===== src/rtl/lsu_handshake.sv =====
// lsu_handshake: sequential load/store unit between execute and data memory.
// Ports: clk/reset_n, core req_*/resp_* (valid/ready), memory mem_* (req/gnt/rvalid).
// Macro LSU_MISALIGNED_EN: split word-crossing accesses into two bus beats.
module lsu_handshake #(
    parameter int ADDR_WIDTH = 10,
    parameter int MAX_WAIT   = 15
) (
    input  logic                  clk,
    input  logic                  reset_n,
    input  logic                  req_valid,
    output logic                  req_ready,
    input  logic                  req_we,
    input  logic [1:0]            req_size,
    input  logic                  req_signed,
    input  logic [31:0]           req_addr,
    input  logic [31:0]           req_wdata,
    output logic                  resp_valid,
    output logic [31:0]           resp_rdata,
    output logic                  resp_err,
    output logic                  mem_req,
    input  logic                  mem_gnt,
    output logic                  mem_we,
    output logic [3:0]            mem_be,
    output logic [ADDR_WIDTH-1:0] mem_addr,
    output logic [31:0]           mem_wdata,
    input  logic                  mem_rvalid,
    input  logic [31:0]           mem_rdata
);

`ifdef LSU_MISALIGNED_EN
    localparam bit SPLIT_EN = 1'b1;
`else
    localparam bit SPLIT_EN = 1'b0;
`endif

    localparam int CW = $clog2(MAX_WAIT + 1);

    typedef enum logic [2:0] {
        S_IDLE, S_REQ1, S_WAIT1, S_REQ2, S_WAIT2, S_RESP
    } state_e;

    state_e                state_q, state_d;
    logic                  we_q, we_d;
    logic [1:0]            size_q, size_d;
    logic                  sgn_q, sgn_d;
    logic [ADDR_WIDTH+1:0] addr_q, addr_d;
    logic [31:0]           wdata_q, wdata_d;
    logic [31:0]           lo_q, lo_d;
    logic [31:0]           hi_q, hi_d;
    logic                  err_q, err_d;
    logic [CW-1:0]         cnt_q, cnt_d;

    logic [1:0]            off;
    logic [ADDR_WIDTH-1:0] word;
    logic [7:0]            be_base;
    logic [7:0]            be_full;
    logic [63:0]           wd_full;
    logic [31:0]           rd_sh;
    logic [31:0]           ld_data;
    logic                  crosses;
    logic                  expire;
    logic                  req_mis;
    logic                  unused_addr;

    assign unused_addr = &{1'b0, req_addr[31:ADDR_WIDTH+2]};

    assign off  = addr_q[1:0];
    assign word = addr_q[ADDR_WIDTH+1:2];

    always_comb begin
        unique case (size_q)
            2'd0:    be_base = 8'h01;
            2'd1:    be_base = 8'h03;
            default: be_base = 8'h0f;
        endcase
    end

    // Lanes above bit 3 belong to the second beat
    assign be_full = be_base << off;
    assign crosses = |be_full[7:4];
    assign wd_full = {32'h0, wdata_q} << {off, 3'b000};
    assign rd_sh   = 32'({hi_q, lo_q} >> {off, 3'b000});
    assign expire  = (cnt_q == CW'(MAX_WAIT - 1));

    always_comb begin
        unique case (size_q)
            2'd0:    ld_data = {{24{sgn_q & rd_sh[7]}}, rd_sh[7:0]};
            2'd1:    ld_data = {{16{sgn_q & rd_sh[15]}}, rd_sh[15:0]};
            default: ld_data = rd_sh;
        endcase
    end

    assign req_mis = (req_size == 2'd1 && req_addr[0])
                  || (req_size == 2'd2 && req_addr[1:0] != 2'b00);

    always_comb begin
        state_d = state_q;
        we_d    = we_q;
        size_d  = size_q;
        sgn_d   = sgn_q;
        addr_d  = addr_q;
        wdata_d = wdata_q;
        lo_d    = lo_q;
        hi_d    = hi_q;
        err_d   = err_q;
        cnt_d   = cnt_q;
        unique case (state_q)
            S_IDLE: begin
                if (req_valid) begin
                    we_d    = req_we;
                    size_d  = req_size;
                    sgn_d   = req_signed;
                    addr_d  = req_addr[ADDR_WIDTH+1:0];
                    wdata_d = req_wdata;
                    lo_d    = '0;
                    hi_d    = '0;
                    err_d   = 1'b0;
                    if (req_size == 2'd3 || (req_mis && !SPLIT_EN)) begin
                        err_d   = 1'b1;
                        state_d = S_RESP;
                    end else begin
                        state_d = S_REQ1;
                    end
                end
            end
            S_REQ1: begin
                if (mem_gnt) begin
                    cnt_d   = '0;
                    state_d = S_WAIT1;
                end
            end
            S_WAIT1: begin
                // rvalid takes priority over a same-cycle expiry
                if (mem_rvalid) begin
                    lo_d    = mem_rdata;
                    state_d = (crosses && SPLIT_EN) ? S_REQ2 : S_RESP;
                end else if (expire) begin
                    err_d   = 1'b1;
                    state_d = S_RESP;
                end else begin
                    cnt_d = cnt_q + CW'(1);
                end
            end
            S_REQ2: begin
                if (mem_gnt) begin
                    cnt_d   = '0;
                    state_d = S_WAIT2;
                end
            end
            S_WAIT2: begin
                if (mem_rvalid) begin
                    hi_d    = mem_rdata;
                    state_d = S_RESP;
                end else if (expire) begin
                    err_d   = 1'b1;
                    state_d = S_RESP;
                end else begin
                    cnt_d = cnt_q + CW'(1);
                end
            end
            S_RESP:  state_d = S_IDLE;
            default: state_d = S_IDLE;
        endcase
    end

    always_comb begin
        req_ready  = reset_n && (state_q == S_IDLE);
        mem_req    = 1'b0;
        mem_we     = 1'b0;
        mem_be     = 4'h0;
        mem_addr   = '0;
        mem_wdata  = 32'h0;
        resp_valid = 1'b0;
        resp_err   = 1'b0;
        resp_rdata = 32'h0;
        unique case (state_q)
            S_REQ1: begin
                mem_req   = 1'b1;
                mem_we    = we_q;
                mem_be    = be_full[3:0];
                mem_addr  = word;
                mem_wdata = wd_full[31:0];
            end
            S_REQ2: begin
                mem_req   = 1'b1;
                mem_we    = we_q;
                mem_be    = be_full[7:4];
                mem_addr  = word + 1'b1;
                mem_wdata = wd_full[63:32];
            end
            S_RESP: begin
                resp_valid = 1'b1;
                resp_err   = err_q;
                resp_rdata = (err_q || we_q) ? 32'h0 : ld_data;
            end
            default: ;
        endcase
    end

    always_ff @(posedge clk or negedge reset_n) begin
        if (!reset_n) begin
            state_q <= S_IDLE;
            we_q    <= 1'b0;
            size_q  <= 2'd0;
            sgn_q   <= 1'b0;
            addr_q  <= '0;
            wdata_q <= 32'h0;
            lo_q    <= 32'h0;
            hi_q    <= 32'h0;
            err_q   <= 1'b0;
            cnt_q   <= '0;
        end else begin
            state_q <= state_d;
            we_q    <= we_d;
            size_q  <= size_d;
            sgn_q   <= sgn_d;
            addr_q  <= addr_d;
            wdata_q <= wdata_d;
            lo_q    <= lo_d;
            hi_q    <= hi_d;
            err_q   <= err_d;
            cnt_q   <= cnt_d;
        end
    end

endmodule

===== config.mk =====
export PLATFORM = sky130hd
export DESIGN_NAME = lsu_handshake
export DESIGN_NICKNAME = d
export VERILOG_FILES = /design/src/rtl/lsu_handshake.sv
export SDC_FILE = /design/constraint.sdc
export NUM_CORES = 1
export LEC_CHECK = 0
export BUFFER_PORTS_ARGS = -buffer_cell sky130_fd_sc_hd__clkbuf_2
export CAP_MARGIN = 20
export CORE_UTILIZATION = 53
export DETAILED_ROUTE_END_ITERATION = 7
export GPL_TIMING_DRIVEN = 0
export HOLD_SLACK_MARGIN = 0.1
export PLACE_DENSITY = 0.81
export SYNTH_ARGS = -nofsm -noshare
export SYNTH_HDL_FRONTEND = slang
export SYNTH_SLANG_ARGS = --single-unit

===== constraint.sdc =====
create_clock -name clk -period 2.5 [get_ports clk]
set_input_delay 0.5 -clock clk [delete_from_list [all_inputs] [get_ports clk]]
set_output_delay 0.5 -clock clk [all_outputs]
set_load 0.05 [all_outputs]

* Yosys cells after proc, flatten, opt, wreduce, memory -nomap -nowiden
Index checks and enable logic that the tools add are counted.
Cells by class: eq/ne operators 20, reductions and logical operators 21, muxes and demuxes 31, add/subtract/negate cells 2, shift-type cells 3, bitwise operators 2
Operator list (number):
- 32-bit one-hot mux with 2 select lines | 4
- 32-bit two-way mux | 4
- 32-bit by 5-bit left shift with 64-bit output | 1
- 64-bit by 5-bit >> shifter with 32-bit output | 1
- 4-bit one-hot mux with 2 select lines | 3
- 10-bit one-hot mux with 2 select lines | 1
- 3-bit two-way mux | 6
- 2-bit inequality test, second input constant | 7
- 4-bit two-way mux | 3
- 3-bit one-hot mux with 4 select lines | 1
- 4-bit AND reduction | 3
- 10-bit by 1-bit adder with 10-bit output, second input constant | 1
- 2-bit nonzero test | 5
- 1-bit two-way mux | 8
- 8-bit by 2-bit left shift with 8-bit output | 1
- 3-bit by 2-bit == test with 1-bit output, second input constant | 2
- 3-bit == test, second input constant | 2
- 3-bit AND reduction | 2
- 4-bit by 1-bit adder with 4-bit output, second input constant | 1
- 2-bit by 1-bit == test with 1-bit output, second input constant | 2
- 2-bit == test, second input constant | 2
- 4-bit == test, second input constant | 1
- 2-bit by 1-bit inequality test with 1-bit output, second input constant | 2
- 2-bit OR reduction | 2
- 9 further kinds | 14
Word-level totals: output and inout port bits 83, input port bits 105, word-level logic and storage cells 89, flip-flop bits (word level) 120

* Longest topological paths before layout
depth in word-level cells 7, depth in mapped cells 8, mapped depth without buffers 6

* Worst setup path after synthesis
OpenSTA, ideal clock, no wires.
path kind reg2out, start point reg state_q[1], end point out req_ready, arrival time 2.541 ns, data required time 2.000 ns, stages on the path, launching flop included 5, buffers on the path 3, path slack -0.541 ns, path through dfrtp_1 > buf_2 > buf_2 > buf_1 > nor4b_1
Between the ends: word-level cells in the longest chain between the ends 2
Ends and longest elaborated chain:
- start, declared | line 42 | state_e state_q, state_d;
- start signal, assigned | line 213 | state_q <= state_d;
- 3-bit zero test | line 167 | req_ready = reset_n && (state_q == S_IDLE);
- 1-bit logical AND | line 167
- end, declared | line 11 | output logic req_ready,
No other way between the ends.

* Worst setup path after layout
start point reg lo_q[15], end point out resp_rdata[20]
Between the ends: word-level cells in the longest chain between the ends 5, elaborated cells on any way between the ends 6, classes of those cells shift: 1; mux: 3; bitwise: 2
Ends and longest elaborated chain:
- start, declared | line 48 | logic [31:0] lo_q, lo_d;
- start signal, assigned | line 219 | lo_q <= lo_d;
- 64-bit by 5-bit >> shifter with 32-bit output * | line 82 | assign rd_sh = 32'({hi_q, lo_q} >> {off, 3'b000});
- 1-bit AND, on equally long branches | line 88, 87
- 32-bit one-hot mux with 2 select lines * | line 86 | unique case (size_q)
- 32-bit two-way mux * | line 194 | resp_rdata = (err_q || we_q) ? 32'h0 : ld_data;
- 32-bit two-way mux * | line 176 | unique case (state_q)
- end, declared | line 18 | output logic [31:0] resp_rdata,
Mark *: on every way between the ends. The rest lies on a longest branch, timed or not.

==> out/qor.yml <==
syn_to_final_growth_pct: 43.7
vias: 7436
setup_violations: 58
finalPower_uw: 13300
design_area_um2: 9690
place_area_um2: 7940
grtUsageMet1_pct: 47.6
grt_use_total_pct: 37.5
power.density_nw_per_um2: 1380
netlist_instances: 685
core_um2: 12200
synth_top_family_by_area: "multiplexers"
final_antenna_net_count: 0
io_pins: 188
reg2reg_to: "hi_q[4]"
dieWidth_um: 115
worst_ep_required_time_ns: 2.00
synth_top_area_share_pct: 41.6
cts.path.max_buffers: 2
ff2ff_path_depth: 9
drive_gt1_share_pct: 48.5
met2_usage_pct: 57.7
grt_pass1_wl_um: 37000
synth.largest_area_cell: "dfrtp_1"
cp_slowest_cell: "dfrtp_1"
cts_tree: "done"
drc: 15
rrSetupSlack_ns: 0.07
place_congestion: 0.944
viasPerCell: 6.94
power.leakage_uw: 0.00417
fmax_mhz: 352
start_kind: "flip-flop"
synth_compound_area_share_pct: 12.5
antenna_found_initial: 0
io_buffer_count: 167
ys_async_sr_fraction_pct: 100
violations: "design-rule violations, negative setup slack"
slew_headroom_pct: 40.0
hold_class: "in -> async"
status: "finished, violations left"
maxCapViolations: 0
timing.final.ws_setup_ns: -0.345
place_ws_ns: -0.374
h-tree-depth: 3
yosysUniqueCellTypes: 54
synth_seq_area_share_pct: 41.6
grt_overflow_total: 0
avgSynthCellArea_um2: 9.84
crit_family: "flip-flops"
fin_nets: 1008
first_global_vias: 6816
worst_pin_slew_ns: 0.900
fin_worst_skew_ns: 0.0153
avgRoutedWirePerCell_um: 26.8
synthTopCellsByArea: "dfrtp_1 42%, mux4_2 11%, nand2_1 9.9%, mux2_2 8.9%, o21ai_0 4.5%"
cp.arrival_ns: 2.34
crit_fanout: 8
endpoint_kind: "output pin"
synth_fa_ha_area_share_pct: 0.557
slowest_delay_ns: 0.53
rsz0062_at_grt: "yes"
ys.flop_type: "dfrtp_1"
clk_latency_ns: 0.38
peakVddDrop_v: 0.000623
grt_max_degree: 114
dieArea_um2: 13200
wirelength_um: 28700
root_buffer: "clkbuf_16"
dieHeight_um: 115
drv_slew: 0
cts_hold_buf: 0
path_clk_slew_ns: 0.07
synth-edff-count: 0
syn_nets: 793
cts.sinks: 112
antennaDiodeCount: 0
crit_buf_inv: 2
post-route-period-util_pct: 114
cts_buffers: 9
synthXorXnorAreaFrac_pct: 1.30
ys_seq_elements: 112
path_class: "reg -> out"
synth-simple-area-share_pct: 17.4
hold_viol: 0
synth.top_cells.by_count: "177 x nand2_1, 112 x dfrtp_1, 61 x o21ai_0, 53 x mux2_2, 32 x mux4_2"
r2r_start: "state_q[1]"
fin_util_pct: 79.4
fin_crit_ns: 2.84
yosys.cell_count.top_type: "nand2_1"
start_util_pct: 55.2
synthMuxAreaShare_pct: 22.8
syn_area_um2: 6740
firstDrtPassIters: 8
dr.first_iter.drc_count: 1277
num_rows: 40
worstPathCellList: "mux2i_1, nand2_1, a32oi_4, buf_6, nand2_2, buf_8"
yosysWarnings: 0
grtUsageMet3_pct: 12.0
dp_hpwl_um: 14500
top_usage_layer: "met2"
[routing by layer]
metal	routed length, um	up-vias
li1	-	2868
met1	9440	3456
met2	12300	810
met3	4450	302
met4	2420	0
met5	0	-
[state kept, by name, indices dropped and copies added (netlist names)]
name,count
err_q,1
addr_q,12
wdata_q,32
size_q,2
hi_q,24
sgn_q,1
cnt_q,4
lo_q,32
we_q,1
state_q,3
[power breakdown]
group | internal [uW] | total, uW | switching [uW]
clock network | 873 | 1600 | 732
logic | 3200 | 7950 | 4750
registers | 2610 | 3780 | 1160
[final cells by class]
class	count	area (um^2)
buffer	45	352
clock inverter	5	82.6
sequential	112	2810
clock buffer	9	225
multi-input combinational	517	4210
fill	648	2520
tap	168	210
inverter	7	38.8
timing repair buffer	208	1760
[timing repair]
| action | in CTS | in global routing |
|---|---|---|
| gates cloned | 2 | 1 |
| pin swaps | 16 | 16 |
| buffers inserted | 26 | 13 |
| setup endpoints to repair | 74 | 78 |
| gates resized for setup | 206 | 120 |
[worst register-to-register path, delay by kind of cell, from the launching register on]
family / cells / cell delay (ns)
flops: 1 / 0.42
simple gates: 2 / 0.54
compound gates: 2 / 0.26
buf+inv: 5 / 1.04
[through the flow]
step / setup TNS, ns / hold WS (ns) / std cells
6_report: -8.45 / 0.157 / 1071
5_1_grt: -12.56 / 0.250 / 1071
4_1_cts: -2.74 / 0.306 / 1059
3_5_place_dp: -5.08 / 0.471 / 1020
3_3_place_gp: -88.30 / 0.462 / 1020
2_1_floorplan: -4.30 / 0.204 / 685
[worst max-delay path by stage]
| stage | startpoint | end | slack (ns) | depth (start not counted) |
|---|---|---|---|---|
| floorplan | state_q[2] | mem_wdata[24] | -0.50 | 6 |
| global placement | reset_n | req_ready | -1.48 | 3 |
| detailed placement | addr_q[1] | mem_wdata[17] | -0.37 | 6 |
| CTS | we_q | resp_rdata[20] | -0.19 | 6 |
| global route | lo_q[15] | resp_rdata[20] | -0.40 | 6 |
| finish | lo_q[15] | resp_rdata[20] | -0.34 | 6 |
[layout by cell type, fill, tap and decap left out, drive strengths merged, types with 2 or more instances in the layout]
cell,Yosys,final
o2bb2ai,8,8
xor2,7,7
nor3,7,7
a22oi,13,13
nor4b,2,2
nor2,25,25
and2,12,12
inv,7,6
nor3b,4,4
a211oi,9,9
buf,31,124
o21ai,65,65
or2,2,2
mux4,32,32
mux2,53,53
clkinvlp,0,2
a21oi,22,22
nand3,9,9
xnor2,3,3
o22ai,10,10
bufinv,0,2
nand2,177,177
clkinv,0,2
dfrtp,112,112
nor2b,9,9
nand4,2,2
ha,3,3
mux2i,22,22
a222oi,3,3
clkbuf,18,138
or3,2,2
[cell families (layout without fill, tap and decap cells)]
| group | count (synthesis) | after routing |
|---|---|---|
| xor+xnor | 10 | 10 |
| flops | 112 | 112 |
| simple gates | 260 | 260 |
| compound gates | 137 | 137 |
| mux | 107 | 107 |
| fa+ha+maj | 3 | 3 |
| buf+inv | 56 | 274 |
Power figures use the tool's default switching activity.
